## src/rtl/ctrl_stack_pkg.sv

```systemverilog
// Shared definitions for the control-stack unit.
// Provides the 3-bit opcode encodings and the helper that sizes the
// occupancy counters: a stack of N entries needs to count 0..N inclusive.
package ctrl_stack_pkg;

  localparam logic [2:0] OP_NOP    = 3'd0;
  localparam logic [2:0] OP_CALL   = 3'd1;
  localparam logic [2:0] OP_RET    = 3'd2;
  localparam logic [2:0] OP_ALLEN  = 3'd3;
  localparam logic [2:0] OP_POPEN  = 3'd4;
  localparam logic [2:0] OP_PUSHEN = 3'd5;
  localparam logic [2:0] OP_JUMPF  = 3'd6;
  localparam logic [2:0] OP_CLRERR = 3'd7;

  // Width of a counter holding 0..depth.
  function automatic int unsigned cnt_w(input int unsigned depth);
    return $clog2(depth + 1);
  endfunction

endpackage

```

## src/rtl/ctrl_stack_unit_if.sv

```systemverilog
// Request/result bundle of the control-stack unit.
// master: requester (drives op_valid, op, cond_in, ret_addr_in).
// slave : the unit (drives op_ready, enabled, ret_addr_out, the three pulses,
//         call_count, en_count, overflow, underflow).
interface ctrl_stack_unit_if import ctrl_stack_pkg::*; #(
  parameter int unsigned WORD_W     = 16,
  parameter int unsigned CALL_DEPTH = 4,
  parameter int unsigned EN_DEPTH   = 32
) ();

  logic                          op_valid;
  logic                          op_ready;
  logic [2:0]                    op;
  logic [WORD_W-1:0]             cond_in;
  logic [WORD_W-1:0]             ret_addr_in;
  logic                          enabled;
  logic [WORD_W-1:0]             ret_addr_out;
  logic                          call_taken;
  logic                          ret_taken;
  logic                          jump_taken;
  logic [cnt_w(CALL_DEPTH)-1:0]  call_count;
  logic [cnt_w(EN_DEPTH)-1:0]    en_count;
  logic                          overflow;
  logic                          underflow;

  modport master (
    output op_valid, op, cond_in, ret_addr_in,
    input  op_ready, enabled, ret_addr_out, call_taken, ret_taken, jump_taken,
    input  call_count, en_count, overflow, underflow
  );

  modport slave (
    input  op_valid, op, cond_in, ret_addr_in,
    output op_ready, enabled, ret_addr_out, call_taken, ret_taken, jump_taken,
    output call_count, en_count, overflow, underflow
  );

endinterface

```

## src/rtl/lifo_stack.sv

```systemverilog
// Synchronous LIFO used as the return-address stack.
// Ports: i_clk, i_rst (async, active high), i_push/i_data write a new top,
// i_pop registers the current top onto o_pop_data. o_count is the live entry
// count, o_full/o_empty are decoded from it. Push is ignored when full and pop
// when empty; the caller is expected not to request both at once.
module lifo_stack import ctrl_stack_pkg::*; #(
  parameter int unsigned W     = 16,
  parameter int unsigned DEPTH = 4
) (
  input  logic                      i_clk,
  input  logic                      i_rst,
  input  logic                      i_push,
  input  logic                      i_pop,
  input  logic [W-1:0]              i_data,
  output logic [W-1:0]              o_pop_data,
  output logic [cnt_w(DEPTH)-1:0]   o_count,
  output logic                      o_full,
  output logic                      o_empty
);

  localparam int unsigned CW = cnt_w(DEPTH);
  localparam int unsigned AW = (DEPTH > 1) ? $clog2(DEPTH) : 1;

  logic [W-1:0]  r_mem [DEPTH];
  logic [CW-1:0] r_count;
  logic [W-1:0]  r_pop_data;
  logic          w_do_push;
  logic          w_do_pop;

  assign o_full    = (r_count == CW'(DEPTH));
  assign o_empty   = (r_count == '0);
  assign w_do_push = i_push && !o_full;
  assign w_do_pop  = i_pop && !i_push && !o_empty;

  // Storage is not reset; only the count decides which entries are live.
  always_ff @(posedge i_clk) begin
    if (w_do_push) begin
      r_mem[AW'(r_count)] <= i_data;
    end
  end

  always_ff @(posedge i_clk or posedge i_rst) begin
    if (i_rst) begin
      r_count    <= '0;
      r_pop_data <= '0;
    end else if (w_do_push) begin
      r_count <= r_count + CW'(1);
    end else if (w_do_pop) begin
      r_count    <= r_count - CW'(1);
      r_pop_data <= r_mem[AW'(r_count - CW'(1))];
    end
  end

  assign o_pop_data = r_pop_data;
  assign o_count    = r_count;

endmodule

```

## src/rtl/ctrl_stack_unit.sv

```systemverilog
// Call/enable control-stack unit.
// Ports: i_clk, i_rst (async, active high), bus (ctrl_stack_unit_if.slave).
// One request is executed per accepted cycle (op_valid && op_ready, or any
// CLRERR). All results are registered; the pulses last one cycle. The enable
// stack keeps its top in bit 0: PUSHEN shifts left duplicating the top,
// POPEN shifts right filling the MSB with 0. Sticky overflow/underflow block
// every request except CLRERR.
module ctrl_stack_unit import ctrl_stack_pkg::*; #(
  parameter int unsigned WORD_W     = 16,
  parameter int unsigned CALL_DEPTH = 4,
  parameter int unsigned EN_DEPTH   = 32
) (
  input logic              i_clk,
  input logic              i_rst,
  ctrl_stack_unit_if.slave bus
);

  localparam int unsigned   CW     = cnt_w(CALL_DEPTH);
  localparam int unsigned   EW     = cnt_w(EN_DEPTH);
  localparam logic [EW-1:0] EnFull = EW'(EN_DEPTH);

  logic [EN_DEPTH-1:0] r_en_stack, w_en_stack_nxt;
  logic [EW-1:0]       r_en_count, w_en_count_nxt;
  logic                r_overflow, w_overflow_nxt;
  logic                r_underflow, w_underflow_nxt;
  logic                r_call_taken, w_call_taken_nxt;
  logic                r_ret_taken, w_ret_taken_nxt;
  logic                r_jump_taken, w_jump_taken_nxt;
  logic                w_ready, w_accept, w_enabled;
  logic                w_push, w_pop;
  logic                w_call_full, w_call_empty;
  logic [CW-1:0]       w_call_count;
  logic [WORD_W-1:0]   w_pop_data;

  assign w_ready   = !(r_overflow || r_underflow);
  assign w_accept  = bus.op_valid && (w_ready || (bus.op == OP_CLRERR));
  assign w_enabled = r_en_stack[0];

  always_comb begin
    w_push           = 1'b0;
    w_pop            = 1'b0;
    w_en_stack_nxt   = r_en_stack;
    w_en_count_nxt   = r_en_count;
    w_overflow_nxt   = r_overflow;
    w_underflow_nxt  = r_underflow;
    w_call_taken_nxt = 1'b0;
    w_ret_taken_nxt  = 1'b0;
    w_jump_taken_nxt = 1'b0;
    if (w_accept) begin
      unique case (bus.op)
        OP_CALL: begin
          if (w_enabled) begin
            if (w_call_full) begin
              w_overflow_nxt = 1'b1;
            end else begin
              w_push           = 1'b1;
              w_call_taken_nxt = 1'b1;
            end
          end
        end
        OP_RET: begin
          if (w_enabled) begin
            if (w_call_empty) begin
              w_underflow_nxt = 1'b1;
            end else begin
              w_pop           = 1'b1;
              w_ret_taken_nxt = 1'b1;
            end
          end
        end
        OP_ALLEN: w_en_stack_nxt[0] = 1'b1;
        OP_PUSHEN: begin
          if (r_en_count < EnFull) begin
            w_en_stack_nxt = {r_en_stack[EN_DEPTH-2:0], r_en_stack[0]};
            w_en_count_nxt = r_en_count + EW'(1);
          end else begin
            w_overflow_nxt = 1'b1;
          end
        end
        OP_POPEN: begin
          // The base entry is never popped.
          if (r_en_count > EW'(1)) begin
            w_en_stack_nxt = {1'b0, r_en_stack[EN_DEPTH-1:1]};
            w_en_count_nxt = r_en_count - EW'(1);
          end else begin
            w_underflow_nxt = 1'b1;
          end
        end
        OP_JUMPF: begin
          // Branch is reported from the top bit as it is after the clear.
          if (bus.cond_in == '0) begin
            w_en_stack_nxt[0] = 1'b0;
            w_jump_taken_nxt  = 1'b1;
          end else begin
            w_jump_taken_nxt = !r_en_stack[0];
          end
        end
        OP_CLRERR: begin
          w_overflow_nxt  = 1'b0;
          w_underflow_nxt = 1'b0;
        end
        default: ; // OP_NOP
      endcase
    end
  end

  always_ff @(posedge i_clk or posedge i_rst) begin
    if (i_rst) begin
      r_en_stack   <= EN_DEPTH'(1);
      r_en_count   <= EW'(1);
      r_overflow   <= 1'b0;
      r_underflow  <= 1'b0;
      r_call_taken <= 1'b0;
      r_ret_taken  <= 1'b0;
      r_jump_taken <= 1'b0;
    end else begin
      r_en_stack   <= w_en_stack_nxt;
      r_en_count   <= w_en_count_nxt;
      r_overflow   <= w_overflow_nxt;
      r_underflow  <= w_underflow_nxt;
      r_call_taken <= w_call_taken_nxt;
      r_ret_taken  <= w_ret_taken_nxt;
      r_jump_taken <= w_jump_taken_nxt;
    end
  end

  lifo_stack #(
    .W     (WORD_W),
    .DEPTH (CALL_DEPTH)
  ) u_call_stack (
    .i_clk      (i_clk),
    .i_rst      (i_rst),
    .i_push     (w_push),
    .i_pop      (w_pop),
    .i_data     (bus.ret_addr_in),
    .o_pop_data (w_pop_data),
    .o_count    (w_call_count),
    .o_full     (w_call_full),
    .o_empty    (w_call_empty)
  );

  assign bus.op_ready     = w_ready;
  assign bus.enabled      = w_enabled;
  assign bus.ret_addr_out = w_pop_data;
  assign bus.call_taken   = r_call_taken;
  assign bus.ret_taken    = r_ret_taken;
  assign bus.jump_taken   = r_jump_taken;
  assign bus.call_count   = w_call_count;
  assign bus.en_count     = r_en_count;
  assign bus.overflow     = r_overflow;
  assign bus.underflow    = r_underflow;

endmodule

```

## src/flat_wrapper.sv

```systemverilog
// flat-port wrapper written by rule: the top's interface ports become plain ports
module ctrl_stack_unit_flat import ctrl_stack_pkg::*;
#(
  parameter int unsigned WORD_W     = 16,
  parameter int unsigned CALL_DEPTH = 4,
  parameter int unsigned EN_DEPTH   = 32
)
  (i_clk, i_rst, bus_op_valid, bus_op, bus_cond_in, bus_ret_addr_in, bus_op_ready, bus_enabled, bus_ret_addr_out, bus_call_taken, bus_ret_taken, bus_jump_taken, bus_call_count, bus_en_count, bus_overflow, bus_underflow);
  ctrl_stack_unit_if #(.WORD_W(WORD_W), .CALL_DEPTH(CALL_DEPTH), .EN_DEPTH(EN_DEPTH)) bus_i ();
  input logic i_clk;
  input logic i_rst;
  input wire logic [$bits(bus_i.op_valid)-1:0] bus_op_valid;
  input wire logic [$bits(bus_i.op)-1:0] bus_op;
  input wire logic [$bits(bus_i.cond_in)-1:0] bus_cond_in;
  input wire logic [$bits(bus_i.ret_addr_in)-1:0] bus_ret_addr_in;
  output wire logic [$bits(bus_i.op_ready)-1:0] bus_op_ready;
  output wire logic [$bits(bus_i.enabled)-1:0] bus_enabled;
  output wire logic [$bits(bus_i.ret_addr_out)-1:0] bus_ret_addr_out;
  output wire logic [$bits(bus_i.call_taken)-1:0] bus_call_taken;
  output wire logic [$bits(bus_i.ret_taken)-1:0] bus_ret_taken;
  output wire logic [$bits(bus_i.jump_taken)-1:0] bus_jump_taken;
  output wire logic [$bits(bus_i.call_count)-1:0] bus_call_count;
  output wire logic [$bits(bus_i.en_count)-1:0] bus_en_count;
  output wire logic [$bits(bus_i.overflow)-1:0] bus_overflow;
  output wire logic [$bits(bus_i.underflow)-1:0] bus_underflow;
  assign bus_i.op_valid = bus_op_valid;
  assign bus_i.op = bus_op;
  assign bus_i.cond_in = bus_cond_in;
  assign bus_i.ret_addr_in = bus_ret_addr_in;
  assign bus_op_ready = bus_i.op_ready;
  assign bus_enabled = bus_i.enabled;
  assign bus_ret_addr_out = bus_i.ret_addr_out;
  assign bus_call_taken = bus_i.call_taken;
  assign bus_ret_taken = bus_i.ret_taken;
  assign bus_jump_taken = bus_i.jump_taken;
  assign bus_call_count = bus_i.call_count;
  assign bus_en_count = bus_i.en_count;
  assign bus_overflow = bus_i.overflow;
  assign bus_underflow = bus_i.underflow;
  ctrl_stack_unit #(.WORD_W(WORD_W), .CALL_DEPTH(CALL_DEPTH), .EN_DEPTH(EN_DEPTH)) u_core (.i_clk(i_clk), .i_rst(i_rst), .bus(bus_i));
endmodule
```

## config.mk

```make
export PLATFORM = sky130hd
export DESIGN_NAME = ctrl_stack_unit_flat
export DESIGN_NICKNAME = d
export VERILOG_FILES = /design/src/rtl/ctrl_stack_pkg.sv /design/src/rtl/ctrl_stack_unit_if.sv /design/src/rtl/lifo_stack.sv /design/src/rtl/ctrl_stack_unit.sv /design/src/flat_wrapper.sv
export SDC_FILE = /design/constraint.sdc
export NUM_CORES = 1
export LEC_CHECK = 0
export BUFFER_PORTS_ARGS = -buffer_cell sky130_fd_sc_hd__buf_4
export CAP_MARGIN = 20
export CORE_UTILIZATION = 50
export CTS_CLUSTER_DIAMETER = 40
export DETAILED_ROUTE_END_ITERATION = 12
export PLACE_DENSITY = 0.7
export SLEW_MARGIN = 20
export SYNTH_ARGS = -nofsm -noshare
export SYNTH_HDL_FRONTEND = slang
export SYNTH_SLANG_ARGS = --single-unit
```

## constraint.sdc

```tcl
create_clock -name i_clk -period 6.3 [get_ports i_clk]
set_input_delay 0.315 -clock i_clk [delete_from_list [all_inputs] [get_ports i_clk]]
set_output_delay 0.315 -clock i_clk [all_outputs]
set_load 0.03 [all_outputs]
```

==> flow_metrics.env <==
export IMPL_grt_ovfl_total=0
export IMPL_layout_min_cycle_time_ns=2.780
export IMPL_die_w_um=107.9
export IMPL_cp_max_fo=17
export IMPL_diodes=0
export IMPL_synthCells=330
export IMPL_cts_tree="done"
export IMPL_grt_pass1_vias=3253
export IMPL_crit_arrival_ns=3.19
export IMPL_synth_most_common_cell="edfxtp_1"
export IMPL_placed_area_um2=6213
export IMPL_die_area_um2=11640
export IMPL_setup_ws_ns=3.520
export IMPL_dp_hpwl_mm=6.320
export IMPL_postCtsSetupBuffers=0
export IMPL_wl_per_cell_um=17.97
export IMPL_cts_max_level=4
export IMPL_startpoint_type="flop"
export IMPL_cp_slowest_stage_delay_ns=0.57
export IMPL_ctsResizeCount=0
export IMPL_core_um2=10890
export IMPL_synth_main_ff_cell="edfxtp_1"
export IMPL_leakage_nw=2.881
export IMPL_crit_path_end_kind="flop"
export IMPL_root_buffer="clkbuf_8"
export IMPL_worstPathCellList="nor4b_1 -> nand2_1 -> nor2_4 -> buf_4 -> mux2_2"
export IMPL_drt_first_pass_iters=4
export IMPL_rsz0062_at_grt="no"
export IMPL_yosysUniqueCellTypes=49
export IMPL_cp_top_family="simple AND/OR/NAND/NOR gates"
export IMPL_skew_ns=0.009247
export IMPL_yosysSeqAreaShare_pct=62.02
export IMPL_synth_commonest_cells="64 x edfxtp_1, 60 x dfrtp_1, 46 x mux2_2"
export IMPL_cts_sinks=126
export IMPL_worstSetupPathType="reg2reg"
export IMPL_post_route_period_util_pct=44.12
export IMPL_first_iter_violations=168
export IMPL_ios=70
export IMPL_initial_utilization_pct=51.47
export IMPL_cap_violations=0
export IMPL_power_mw=2.886
export IMPL_synth_avg_cell_area_um2=16.98
export IMPL_vias=3056
export IMPL_synth_edf_count=64
export IMPL_cts_clk_slew_worst_paths_ns=0.06
export IMPL_cp_required_ns=6.71
export IMPL_syn_to_final_growth_pct=23.78
export IMPL_drtAntennaViolNets=0
export IMPL_routed_wl_mm=10.34
export IMPL_finalSetupViolCount=0
export IMPL_power_density_nw_per_um2=416.1
export IMPL_tns_ns=0
export IMPL_ctsHoldBuffers=16
export IMPL_ys_ff_latch=126
export IMPL_grt_first_pass_wirelength_mm=16.94
export IMPL_crit_slowest_cell="nor2_4"
export IMPL_fmax_ghz=0.3598
export IMPL_yosys_warnings=0
export IMPL_vdd_drop_max_v=0.0002919
export IMPL_drive_gt1_share_pct=46.21
export IMPL_grt_max_degree=63
export IMPL_slew_headroom_pct=35.04
export IMPL_synth_area_leader_cell="edfxtp_1"
export IMPL_rows=38
export IMPL_final_cells=575
export IMPL_place_gp_congestion=0.7619
export IMPL_grt_total_usage_pct=20.16
export IMPL_syn_nets=376
export IMPL_fp_dieH_um=107.9
export IMPL_clock_path_buffers=2
export IMPL_io_buffers=69
export IMPL_clock_latency_ns=0.53
export IMPL_dpl_worst_slack_ns=3.560
export IMPL_synth_area_um2=5604
export IMPL_viasPerCell=5.315
export IMPL_dpl_cell_count=527
export IMPL_worst_slew_pin_slew_ns=0.9744
export IMPL_postLayoutCellArea_um2=6937
export IMPL_hold_path_class="in2async"
export IMPL_synth_top_area_share_pct=34.29
export IMPL_cts_made_buffers=17
export IMPL_timing_critical_path_buf_inv=1
export IMPL_ys_async_sr_fraction_pct=49.21
export IMPL_hold_violations=0
export IMPL_synth_area_leaders="edfxtp_1 34%, dfrtp_1 27%, mux2_2 9.2%"
export IMPL_antenna_found_initial=0
export IMPL_status="completed"
export IMPL_nets=468
export IMPL_drc=0
export IMPL_report_final_slew_viol_count=0
[logic make-up after synthesis]
logic type      Yosys count  share of synthesized area [%]
fa+ha+maj                 8                          1.786
mux                      95                          23.98
buf+inv                  26                          2.813
flops                   126                          62.02
xor+xnor                  8                          1.250
simple gates             46                          5.068
compound gates           21                          3.081
[final timing paths]
| kind | start | to | slack [ns] | cells after the start |
|---|---|---|---|---|
| min reg2reg | u_core.u_call_stack.o_pop_data[7] | u_core.u_call_stack.o_pop_data[7] | 0.51 | 1 |
| max in group asynchronous | i_rst | u_core.bus.en_count[2] | 5.73 | 3 |
| min | i_rst | u_core.u_call_stack.o_pop_data[10] | 0.03 | 3 |
| min in group i_clk | bus_cond_in[9] | u_core.bus.jump_taken | 0.11 | 4 |
| max reg2reg | u_core.bus.underflow | u_core.r_en_stack[29] | 3.52 | 5 |
| max | u_core.bus.underflow | u_core.r_en_stack[29] | 3.52 | 5 |
[stage by stage]
step / utilization (%) / hold slack (ns)
3_5_place_dp: 57.07 / 0.4976
6_report: 63.71 / 0.03072
3_3_place_gp: 57.07 / 0.4904
4_1_cts: 63.71 / 0.04449
5_1_grt: 63.71 / 0.09708
2_1_floorplan: - / 0.4139
[registers in the layout (all words and copies together), names as in the netlist, 3 cells and up]
register / count
u_core.u_call_stack.o_count: 3
u_core.r_en_stack: 32
u_core.bus.en_count: 6
u_core.u_call_stack.o_pop_data: 16
u_core.u_call_stack.r_mem: 64
[layout make-up]
class,count,area (um2)
Fill cell,767,3951
Clock inverter,13,141.4
Tap cell,140,175.2
Multi-Input combinational cell,178,1977
Clock buffer,19,421.7
Sequential cell,126,3476
Timing Repair Buffer,89,708.2
Inverter,10,37.54
[metal layers]
metal	GRT usage [%]	part of all wire, %
met1	25.79	46
met2	31.27	49
met3	5.448	3.6
met4	10.86	2.2
met5	0	0
[placed cells by master, fill, tap and decap left out, types with 3 or more instances in the layout]
master,instances
xnor2_1,4
nor2_1,6
inv_1,9
mux4_2,16
a211oi_1,4
nand4b_1,3
nor4_1,4
o21ai_0,3
edfxtp_1,64
buf_4,73
xor2_1,4
nor3_1,4
nand2_1,7
mux2i_1,6
dfrtp_1,60
dlygate4sd3_1,16
clkinvlp_4,6
ha_1,8
and2_1,4
o41ai_1,3
mux2_2,46
clkbuf_16,16
mux2_4,27
[power by group]
| part | total, mW | switching (mW) | internal (mW) |
|---|---|---|---|
| sequential | 1.08 | 0.100 | 0.985 |
| combinational | 0.877 | 0.467 | 0.410 |
| clock | 0.925 | 0.362 | 0.563 |
[tightest hold or removal path, delay by kind of cell]
kind,cells,cell delay [ns]
buffers and inverters,3,0.77
(Power assumes the default switching activity.)
